--- config.mk ---
export PLATFORM = sky130hd
export DESIGN_NAME = gpr_write_arbiter
export DESIGN_NICKNAME = d
export VERILOG_FILES = /design/src/rtl/gpr_write_arbiter.sv
export SDC_FILE = /design/constraint.sdc
export NUM_CORES = 1
export LEC_CHECK = 0
export BUFFER_PORTS_ARGS = -buffer_cell sky130_fd_sc_hd__buf_4
export CAP_MARGIN = 15
export CORE_AREA = 4 4 114 116
export CTS_CLUSTER_DIAMETER = 50
export DETAILED_ROUTE_END_ITERATION = 7
export DIE_AREA = 0 0 118 120
export PLACE_DENSITY = 0.72
export SLEW_MARGIN = 20
export SYNTH_ARGS = -nofsm -noshare
export SYNTH_HDL_FRONTEND = slang
export SYNTH_SLANG_ARGS = --single-unit
--- constraint.sdc ---
create_clock -name i_clk -period 2.9 [get_ports i_clk]
set_clock_uncertainty 0.2 [all_clocks]
set_input_delay 0.58 -clock i_clk [delete_from_list [all_inputs] [get_ports i_clk]]
set_output_delay 0.58 -clock i_clk [all_outputs]
set_load 0.03 [all_outputs]
--- src/rtl/gpr_write_arbiter.sv ---
// Round-robin arbiter sharing the single GPR write port among num_req write-back requesters,
// with a one-cycle registered write and combinational read forwarding from that write.
`ifndef L2_REG_FILE_SIZE
`define L2_REG_FILE_SIZE 5
`endif
`ifndef WORD_SIZE
`define WORD_SIZE 32
`endif

module gpr_write_arbiter #(
  parameter int num_req     = 3,
  parameter int l2_num_regs = `L2_REG_FILE_SIZE,
  parameter int word_size   = `WORD_SIZE
) (
  input  logic                           i_clk,
  input  logic                           i_rst,
  input  logic [num_req-1:0]             i_req_valid,
  input  logic [num_req*l2_num_regs-1:0] i_req_sel,
  input  logic [num_req*word_size-1:0]   i_req_data,
  output logic [num_req-1:0]             o_req_ready,
  input  logic                           i_hold,
  output logic                           o_load_gpr,
  output logic [l2_num_regs-1:0]         o_load_gpr_sel,
  output logic [word_size-1:0]           o_load_gpr_data,
  input  logic [l2_num_regs-1:0]         i_read_A_sel,
  input  logic [l2_num_regs-1:0]         i_read_B_sel,
  input  logic [word_size-1:0]           i_rf_A_data,
  input  logic [word_size-1:0]           i_rf_B_data,
  output logic [word_size-1:0]           o_read_A_data,
  output logic [word_size-1:0]           o_read_B_data
);

  localparam int PW = (num_req > 1) ? $clog2(num_req) : 1;

  logic [PW-1:0]          ptr_q, ptr_d;
  logic                   load_q, load_d;
  logic [l2_num_regs-1:0] sel_q, sel_d;
  logic [word_size-1:0]   data_q, data_d;

  logic [num_req-1:0]     grant;
  logic                   found;
  logic [PW-1:0]          gidx;

  // Scan from ptr upward, wrapping, and take the first valid requester.
  always_comb begin
    int idx;
    grant = '0;
    found = 1'b0;
    gidx  = '0;
    idx   = 0;
    if (!i_rst && !i_hold) begin
      for (int i = 0; i < num_req; i++) begin
        idx = (int'(ptr_q) + i) % num_req;
        if (!found && i_req_valid[idx]) begin
          found      = 1'b1;
          grant[idx] = 1'b1;
          gidx       = idx[PW-1:0];
        end
      end
    end
  end

  assign o_req_ready = grant;

  always_comb begin
    ptr_d  = ptr_q;
    load_d = 1'b0;
    sel_d  = sel_q;
    data_d = data_q;
    if (found) begin
      ptr_d  = (int'(gidx) == num_req - 1) ? '0 : gidx + PW'(1);
      sel_d  = i_req_sel[gidx*l2_num_regs +: l2_num_regs];
      data_d = i_req_data[gidx*word_size +: word_size];
      // r0 is hard-wired: the write is consumed but never reaches the file.
      load_d = (sel_d != '0);
    end
  end

  always_ff @(posedge i_clk) begin
    if (i_rst) begin
      ptr_q  <= '0;
      load_q <= 1'b0;
      sel_q  <= '0;
      data_q <= '0;
    end else begin
      ptr_q  <= ptr_d;
      load_q <= load_d;
      sel_q  <= sel_d;
      data_q <= data_d;
    end
  end

  assign o_load_gpr      = load_q;
  assign o_load_gpr_sel  = sel_q;
  assign o_load_gpr_data = data_q;

  assign o_read_A_data = (load_q && (sel_q == i_read_A_sel)) ? data_q : i_rf_A_data;
  assign o_read_B_data = (load_q && (sel_q == i_read_B_sel)) ? data_q : i_rf_B_data;

endmodule

### Word-level counts from Yosys, hierarchy flattened

Index checks and enable logic that the tools add are counted.

* add/subtract/negate cells: 3
* $mul: 1
* div/mod/pow operators: 3
* $lt $le $gt $ge: 6
* equality and inequality tests: 3
* shift operators: 2
* mux-type cells: 34
* bitwise operators: 3
* reduce and logical (&&, ||, !) cells: 14

Operators by type and width (number)
* 32-bit by 1-bit greater-or-equal comparator with 1-bit output, second input constant: 3
* 32-bit by 4-bit less-than comparator with 1-bit output, second input constant: 3
* 96-bit by 8-bit variable part select with 32-bit output: 1
* 32-bit by 3-bit remainder unit with 32-bit output, second input constant: 2
* 32-bit 2-to-1 mux: 2
* 3-bit by 3-bit remainder unit with 32-bit output, second input constant: 1
* 3-bit 2-to-1 mux: 6
* 1-bit 2-to-1 mux: 15
* 15-bit by 6-bit variable part select with 5-bit output: 1
* 5-bit == test: 2
* 2-bit 2-to-1 mux: 5
* 1-bit logical AND: 8
* 1-bit binary-select mux with 2-bit select: 3
* 1-bit demux with 2-bit select: 3
* 3-bit OR: 2
* 2-bit by 3-bit multiplier with 5-bit output, second input constant: 1
* 5-bit nonzero test: 1
* 1-bit logical NOT: 4
* 2-bit by 1-bit adder with 3-bit output, second input constant: 1
* 2-bit by 2-bit adder with 3-bit output, second input constant: 1
* 2-bit by 1-bit adder with 2-bit output, second input constant: 1
* 2-bit == test, second input constant: 1
* 2-bit OR reduction: 1
* 1-bit inverter: 1

* flip-flop bits (word level): 40
* bits of input ports: 191
* output and inout port bits: 105
* word-level logic and storage cells: 73

### Depth between registers and ports, before layout

Gate-level depths: netlist (run 1).

* word-level depth: 17
* depth in mapped cells: 12
* gate-level depth less buffers: 9

### Least setup slack after synthesis (run 1)

Ideal clock, no wire load.

* path kind: register to output
* from: reg ptr_q[0]
* to: out o_req_ready[0]
* arrival time: 2.205 ns
* required time: 2.120 ns
* path slack: -0.085 ns
* cell stages (with the launch flop): 8
* buffers on the path: 1
* cell sequence: dfxtp_1 inv_1 ha_1 buf_2 o21ai_0 nor2b_1 a221oi_1 a211oi_1

* word-level cells in the longest chain between the ends: 14
* elaborated cells on any way between the ends: 45
* those cells by class: 2 x add/sub; 3 x div; 6 x order compare; 25 x mux; 2 x bitwise; 7 x reduce/logical

Ends and longest elaborated chain
* start: declaration: line 35 `logic [PW-1:0] ptr_q, ptr_d;`
* start signal: assignment: line 86 `ptr_q <= ptr_d;`
* parallel branches: the longest is 12 deep, another holds 32-bit by 3-bit remainder unit with 32-bit output
* 3-bit 2-to-1 mux (*): line 54 `if (!found && i_req_valid[idx]) begin`
* 3-bit 2-to-1 mux (*): line 51 `if (!i_rst && !i_hold) begin`
* end: declaration: line 20 `output logic [num_req-1:0] o_req_ready,`

Mark *: on every way between the ends. The select of a mux whose other input is x is not followed.

### Final worst setup path (run 1)

* from: in i_read_A_sel[3]
* to: out o_read_A_data[8]

* word-level cells in the longest chain between the ends: 3

Ends and longest elaborated chain
* start: declaration: line 25 `input logic [l2_num_regs-1:0] i_read_A_sel,`
* 5-bit == test: line 97 `assign o_read_A_data = (load_q && (sel_q == i_read_A_sel)) ? data_q : i_rf_A_data;`
* 1-bit logical AND: line 97
* 32-bit 2-to-1 mux: line 97
* end: declaration: line 29 `output logic [word_size-1:0] o_read_A_data,`

No other way between the ends.

==> reports/results.txt, run 1 <==
placer congestion estimate - 0.8703
synth-to-layout area growth - 88.93%
vias in the first global route - 4092
Worst path slowest cell - mux2_2
post-synthesis cell type count - 51
met2 wire length - 8.143 mm
fin crit share - 99.83%
CP Class - in2out
via count - 4062
GRT Util Overall - 18.95%
clk sink count - 40
Gate Count Post-Synth - 363
Die X-Extent - 118 µm
EDFF count, synth - 0
Commonest cells post-synth - 70 x mux2_2, 41 x nor2_1, 40 x dfxtp_1
Area contributors post-synth - dfxtp_1 23%, mux2_2 23%, nand3b_1 5.3%, mux2i_1 5.0%, a222oi_1 4.7%
worst-path fanout max - 13
synthesized flop and latch total - 40
DRC violations left - 0
WL per Instance - 19.23 µm
largest net degree at the start of global routing - 63
Cell Pwr Density - 407.6 nW/µm²
Inserted Clock Buffers - 5
Die ar. - 14160 µm²
Hold WC Path Type - reg2reg
Crit path largest cell delay - 360 ps
Post-Syn Area per Cell - 9.434 µm²
worst reg2reg path depth - 11
port buffer count - 295
antenna diode count - 0
post-synth top area share - 23.38%
WHS Path Cells - 2
register area share after synthesis - 23.38%
worst path required time - 2120 ps
post-DP HPWL - 11.79 mm
share of layout cells above drive strength 1 - 66.06%
IO Pins - 296
post-route ant nets - 0
FMAX - 0.3454 GHz
ys flop type - dfxtp_1
Final #Nets - 858
DP Worst Slack - -40.17 ps
Arrival @ worst endpoint - 2110 ps
Starting Density - 28.75%
met1 wire length - 5.811 mm
Clock Pin Slew Worst Setup and Hold Paths - 60 ps
Root Buffer - clkbuf_16
outcome - completed
Worst Tran Pin Value - 667.8 ps
crit start category - input pin
final cell utilization of the core - 54.32%
CTS tree - yes
clk buf depth - 2
worst skew pair latency - 270 ps
unrepaired setup endpoints after global routing - yes
final worst setup slack - 5.047 ps
first-pass GRT wire length - 21.90 mm
max_cap viols - 0
die height - 120 µm
slew margin rel. - 55.28%
fin crit period - 2895 ps
H-tree levels - 2
TritonRoute pass-1 iters - 4
leakage power - 0.003191 µW
yosys warns - 0
initial antenna violation count - 0
vias per inst - 5.015
Cell Area, Synth - 3425 µm²
Crit. End Element - output port
Worst VDD drop - 0.2244 mV
core area - 11910 µm²
top-count cell post-synth - mux2_2
DR top layer - met4
final slew viol count - 0
Hold WS - 305.7 ps
total congestion overflow - 0
total design power - 2637 µW
cell type with the largest total area after synthesis - dfxtp_1
Post-synth ARST share - 0%
DRT iter0 DRCs - 209
Hold Buf Count CTS - 0
met3 wire length - 1.393 mm
Cell Chain, Critical Path - buf_4 > xor2_1 > nor4_1 > and3_4 > clkbuf_16 > mux2_2 > buf_6
# setup viols final - 0
final hold violations - 0
Total Wirelength - 15.58 mm
Synth Net Count - 558
std cell rows - 40
==> layer usage <==
| layer | vias up | GRT usage, % |
|---|---|---|
| met4 | 0 | 4.908 |
| met2 | 207 | 34.42 |
| met5 | - | 0 |
| met3 | 16 | 6.362 |
| li1 | 1955 | - |
| met1 | 1884 | 21.23 |
==> kinds of logic after synthesis <==
| logic type | synth area share (%) |
|---|---|
| AND/OR/NAND/NOR | 15.75 |
| multiplexers | 33.58 |
| flip-flops | 23.38 |
| AO/OA/AOI/OAI | 17.32 |
| adder cells (fa/ha/maj) | 1.462 |
| buffers and inverters | 5.955 |
| XOR/XNOR | 2.558 |
==> worst max-delay path, delay by kind of cell <==
| family | cells | cell delay (ps) |
|---|---|---|
| simple gates | 2 | 580 |
| buf+inv | 3 | 460 |
| mux | 1 | 360 |
| xor+xnor | 1 | 130 |
==> worst paths after layout <==
path / start / slack [ps] / end
setup / recovery: i_read_A_sel[3] / 5 / o_read_A_data[8]
hold / removal: o_load_gpr_data[25] / 310 / o_load_gpr_data[25]
setup reg to reg: ptr_q[0] / 90 / o_load_gpr_data[29]
hold reg to reg: o_load_gpr_data[25] / 310 / o_load_gpr_data[25]
==> report_power, final <==
| group | switching, µW | internal (µW) | total, µW |
|---|---|---|---|
| registers | 97.9 | 626 | 723 |
| clock network | 214 | 312 | 526 |
| logic | 692 | 696 | 1390 |
==> stage by stage <==
| step | TNS, ps | cells | area (µm²) |
|---|---|---|---|
| floorplan | 0 | 363 | 3430 |
| global placement | 0 | 792 | 5822 |
| detailed placement | -788.6 | 792 | 5822 |
| CTS | -685.2 | 799 | 6055 |
| global route | -1222 | 810 | 6470 |
| finish | 0 | 810 | 6470 |
==> timing repair <==
action,CTS,global route
setup endpoints to repair,51,87
resized for setup,23,76
hold endpoints to repair,0,0
pin swaps,1,9
cloned,0,3
buffers inserted,0,8
==> placed cells by master, fill, tap and decap left out, types with 2 or more instances in the layout <==
cell          n
buf_12        3
nand2b_1      2
nand2_1      25
nor2b_1       3
buf_4       268
xnor2_1       2
nand3b_1     24
o21ai_0       5
and3_4        2
mux2_4       34
mux2_2       42
mux2i_4       2
clkinvlp_4    2
a211o_1      16
xor2_1        8
o211ai_1      2
ha_4          2
nor2b_2       2
o22ai_1       3
dfxtp_2       4
or2_1         2
o22a_1        3
buf_6        51
mux2i_1      17
a21oi_1       4
mux2_1        5
nor2_1       41
clkbuf_16     8
a222oi_1     16
dfxtp_1      36
inv_2         2
==> final cells by class <==
cell class | count | area [µm²]
Inverter | 4 | 18.77
Sequential cell | 40 | 805.8
Fill cell | 1083 | 5441
Timing Repair Buffer | 325 | 2721
Multi-Input combinational cell | 287 | 2603
Clock buffer | 5 | 125.1
Tap cell | 147 | 183.9
Clock inverter | 2 | 12.51
==> state kept, by name (all words and copies together), names as in the netlist <==
register / flops
o_load_gpr: 1
ptr_q: 2
o_load_gpr_sel: 5
o_load_gpr_data: 32
(Power assumes the default switching activity.)
==> inputs of run 2 (changes only) <==
Settings changed: ABC_AREA set to 1, CORE_AREA 4 4 114 116 to 4 4 112 114, DIE_AREA 0 0 118 120 to 0 0 116 118, PLACE_DENSITY 0.72 to 0.73.
==> reports/results.txt, run 2 <==
final hold violations - 0 (unchanged)
post-synth top area share - 24.05% (was 23.38%)
post-route ant nets - 0 (unchanged)
most common cell after layout, fill and taps aside - buf_4 (unchanged)
fin crit period - 2775 ps (was 2895 ps)
clk sink count - 40 (unchanged)
Cell Chain, Critical Path - inv_1 > ha_4 > buf_4 > nand3_1 > nand2_1 > inv_1 > nor2_4 > a22oi_1 > a21oi_1 > buf_4 (was buf_4 > xor2_1 > nor4_1 > and3_4 > clkbuf_16 > mux2_2 > buf_6)
std cell rows - 39 (was 40)
Worst Tran Pin Value - 411.4 ps (was 667.8 ps)
via count - 4814 (was 4062)
Starting Density - 29.16% (was 28.75%)
max FFs per register - 32 (unchanged)
share of layout cells above drive strength 1 - 39.91% (was 66.06%)
Arrival @ worst endpoint - 2000 ps (was 2110 ps)
Commonest cells post-synth - 147 x nand2_1, 108 x o21ai_0, 92 x inv_1 (was 70 x mux2_2, 41 x nor2_1, 40 x dfxtp_1)
first-pass GRT wire length - 23.09 mm (was 21.90 mm)
crit start category - flop (was input pin)
Inserted Clock Buffers - 5 (unchanged)
CTS tree - yes (unchanged)
register area share after synthesis - 24.05% (was 23.38%)
# setup viols final - 0 (unchanged)
vias per inst - 4.838 (was 5.015)
Cell Area, Synth - 3329 µm² (was 3425 µm²)
Reg area - 803.3 µm² (was 805.8 µm²)
cell type with the largest total area after synthesis - dfxtp_1 (unchanged)
Post-synth ARST share - 0% (unchanged)
Clock Pin Slew Worst Setup and Hold Paths - 60 ps (about the same)
FMAX - 0.3603 GHz (was 0.3454 GHz)
post-DP HPWL - 12.74 mm (was 11.79 mm)
EDFF count, synth - 0 (unchanged)
Final #Nets - 1046 (was 858)
IO Pins - 296 (unchanged)
post-synthesis cell type count - 31 (was 51)
Crit path largest cell delay - 370 ps (was 360 ps)
total congestion overflow - 0 (unchanged)
Worst path slowest cell - dfxtp_2 (was mux2_2)
final slew viol count - 0 (unchanged)
post-route non-filler standard cell count - 995 (was 810)
slew margin rel. - 72.51% (was 55.28%)
DRC violations left - 0 (unchanged)
commonest non-fill, non-tap cells in the layout - 305 x buf_4, 147 x nand2_1, 108 x o21ai_0 (was 268 x buf_4, 51 x buf_6, 42 x mux2_2)
yosys warns - 0 (unchanged)
ys flop type - dfxtp_1 (unchanged)
port buffer count - 295 (unchanged)
Cell Pwr Density - 424.0 nW/µm² (was 407.6 nW/µm²)
GRT Util Overall - 21.19% (was 18.95%)
clk buf depth - 2 (unchanged)
synthesized flop and latch total - 40 (unchanged)
Post-Syn Area per Cell - 5.831 µm² (was 9.434 µm²)
worst path required time - 2120 ps (about the same)
worst skew pair latency - 280 ps (was 270 ps)
total design power - 2500 µW (was 2637 µW)
Multi-input gate area - 1998 µm² (was 2603 µm²)
CP Class - reg2out (was in2out)
max_cap viols - 0 (unchanged)
die height - 118 µm (was 120 µm)
leakage power - 0.003075 µW (was 0.003191 µW)
Die X-Extent - 116 µm (was 118 µm)
Crit. End Element - output port (unchanged)
TritonRoute pass-1 iters - 4 (unchanged)
WL per Instance - 15.89 µm (was 19.23 µm)
fin crit share - 95.70% (was 99.83%)
antenna diode count - 0 (unchanged)
synth-to-layout area growth - 77.08% (was 88.93%)
H-tree levels - 2 (unchanged)
placer congestion estimate - 0.9303 (was 0.8703)
Fill cells - 1160 (was 1083)
top-count cell post-synth - nand2_1 (was mux2_2)
core area - 11420 µm² (was 11910 µm²)
Gate Count Post-Synth - 571 (was 363)
Placed Cells - 987 (was 792)
initial antenna violation count - 0 (unchanged)
Area contributors post-synth - dfxtp_1 24%, nand2_1 17%, o21ai_0 16%, inv_1 10%, a31oi_1 7.3% (was dfxtp_1 23%, mux2_2 23%, nand3b_1 5.3%, mux2i_1 5.0%, a222oi_1 4.7%)
Total Wirelength - 15.82 mm (was 15.58 mm)
Die ar. - 13690 µm² (was 14160 µm²)
Hold WC Path Type - reg2reg (unchanged)
outcome - completed (unchanged)
Root Buffer - clkbuf_16 (unchanged)
worst-path fanout max - 6 (was 13)
Synth Net Count - 766 (was 558)
vias in the first global route - 4311 (was 4092)
Worst VDD drop - 0.3089 mV (was 0.2244 mV)
largest net degree at the start of global routing - 65 (was 63)
DRT iter0 DRCs - 337 (was 209)
## run 2: changes by cell type after synthesis, sizes merged, moves of 16 or more
cell,change
mux2i,-19
nand3,+19
nor2,-29
a222oi,-16
o21ai,+129
mux2,-81
nand2,+127
nand3b,-23
a211o,-16
inv,+92
a31oi,+38
a21oi,+16
## run 2: final timing paths
check,from,end,slack [ps],depth (start not counted)
setup / recovery,ptr_q[0],o_req_ready[0],120,10
hold / removal,o_load_gpr_data[3],o_load_gpr_data[3],310,2
hold reg to reg,o_load_gpr_data[3],o_load_gpr_data[3],310,2
setup reg to reg,ptr_q[0],o_load_gpr_data[14],320,15
## run 2: kinds of logic after synthesis
group                      after synthesis  synth area share, %
AOI/OAI and AO/OA                      204                32.88
xor gates and xnor gates                 2               0.5262
adders and majority gates                4                1.503
buffers and inverters                  132                16.87
DFF                                     40                24.05
and+or+nand+nor                        189                24.16
## run 2: cell type report
| class | instances | share of cell area [%] |
|---|---|---|
| multi-input cells | 399 | 33.89 |
| repair buffers | 309 | 40.20 |
| flip-flops and latches | 40 | 13.62 |
| inverters | 96 | 6.155 |
| clock inverters | 1 | 0.5093 |
| well taps | 143 | 3.035 |
| clock buffers | 7 | 2.589 |
## run 2: power by group
| group | switching (µW) | internal, µW |
|---|---|---|
| Sequential | 65.9 | 621 |
| Clock | 219 | 453 |
| Combinational | 655 | 486 |
## run 2: metrics by stage
| step | util, % | setup slack [ps] | hold WS, ps | TNS, ps | instance area, µm² |
|---|---|---|---|---|---|
| finish | 51.63 | 124.6 | 306.1 | 0 | 5896 |
| detailed placement | 49.74 | 205.6 | 298.0 | 0 | 5679 |
| global route | 51.63 | -2.575 | 331.7 | -2.575 | 5896 |
| floorplan | - | -17.24 | 277.2 | -68.97 | 3329 |
| global placement | 49.74 | 214.9 | 293.9 | 0 | 5679 |
| CTS | 51.34 | 93.94 | 306.4 | 0 | 5862 |
## run 2: timing repair
action | in CTS | in global routing
hold buffers | 0 | 0
gates resized for setup | 0 | 6
setup buffers | 0 | 0
endpoints found under the setup margin | 0 | 2
## run 2: worst max-delay path: cells and delay by family, from the launching register on
family	cells	cell delay (ps)
buffers and inverters	4	490
AO/OA/AOI/OAI	2	300
adder cells (fa/ha/maj)	1	290
flip-flops	1	370
AND/OR/NAND/NOR	3	270
## run 2: per-layer routing
metal	up-vias	GRT usage, %	wire (µm)
met5	-	0	0
met4	0	5.946	328
met3	25	3.085	1256
met2	220	36.29	7722
met1	2132	27.30	6507
li1	2437	-	-
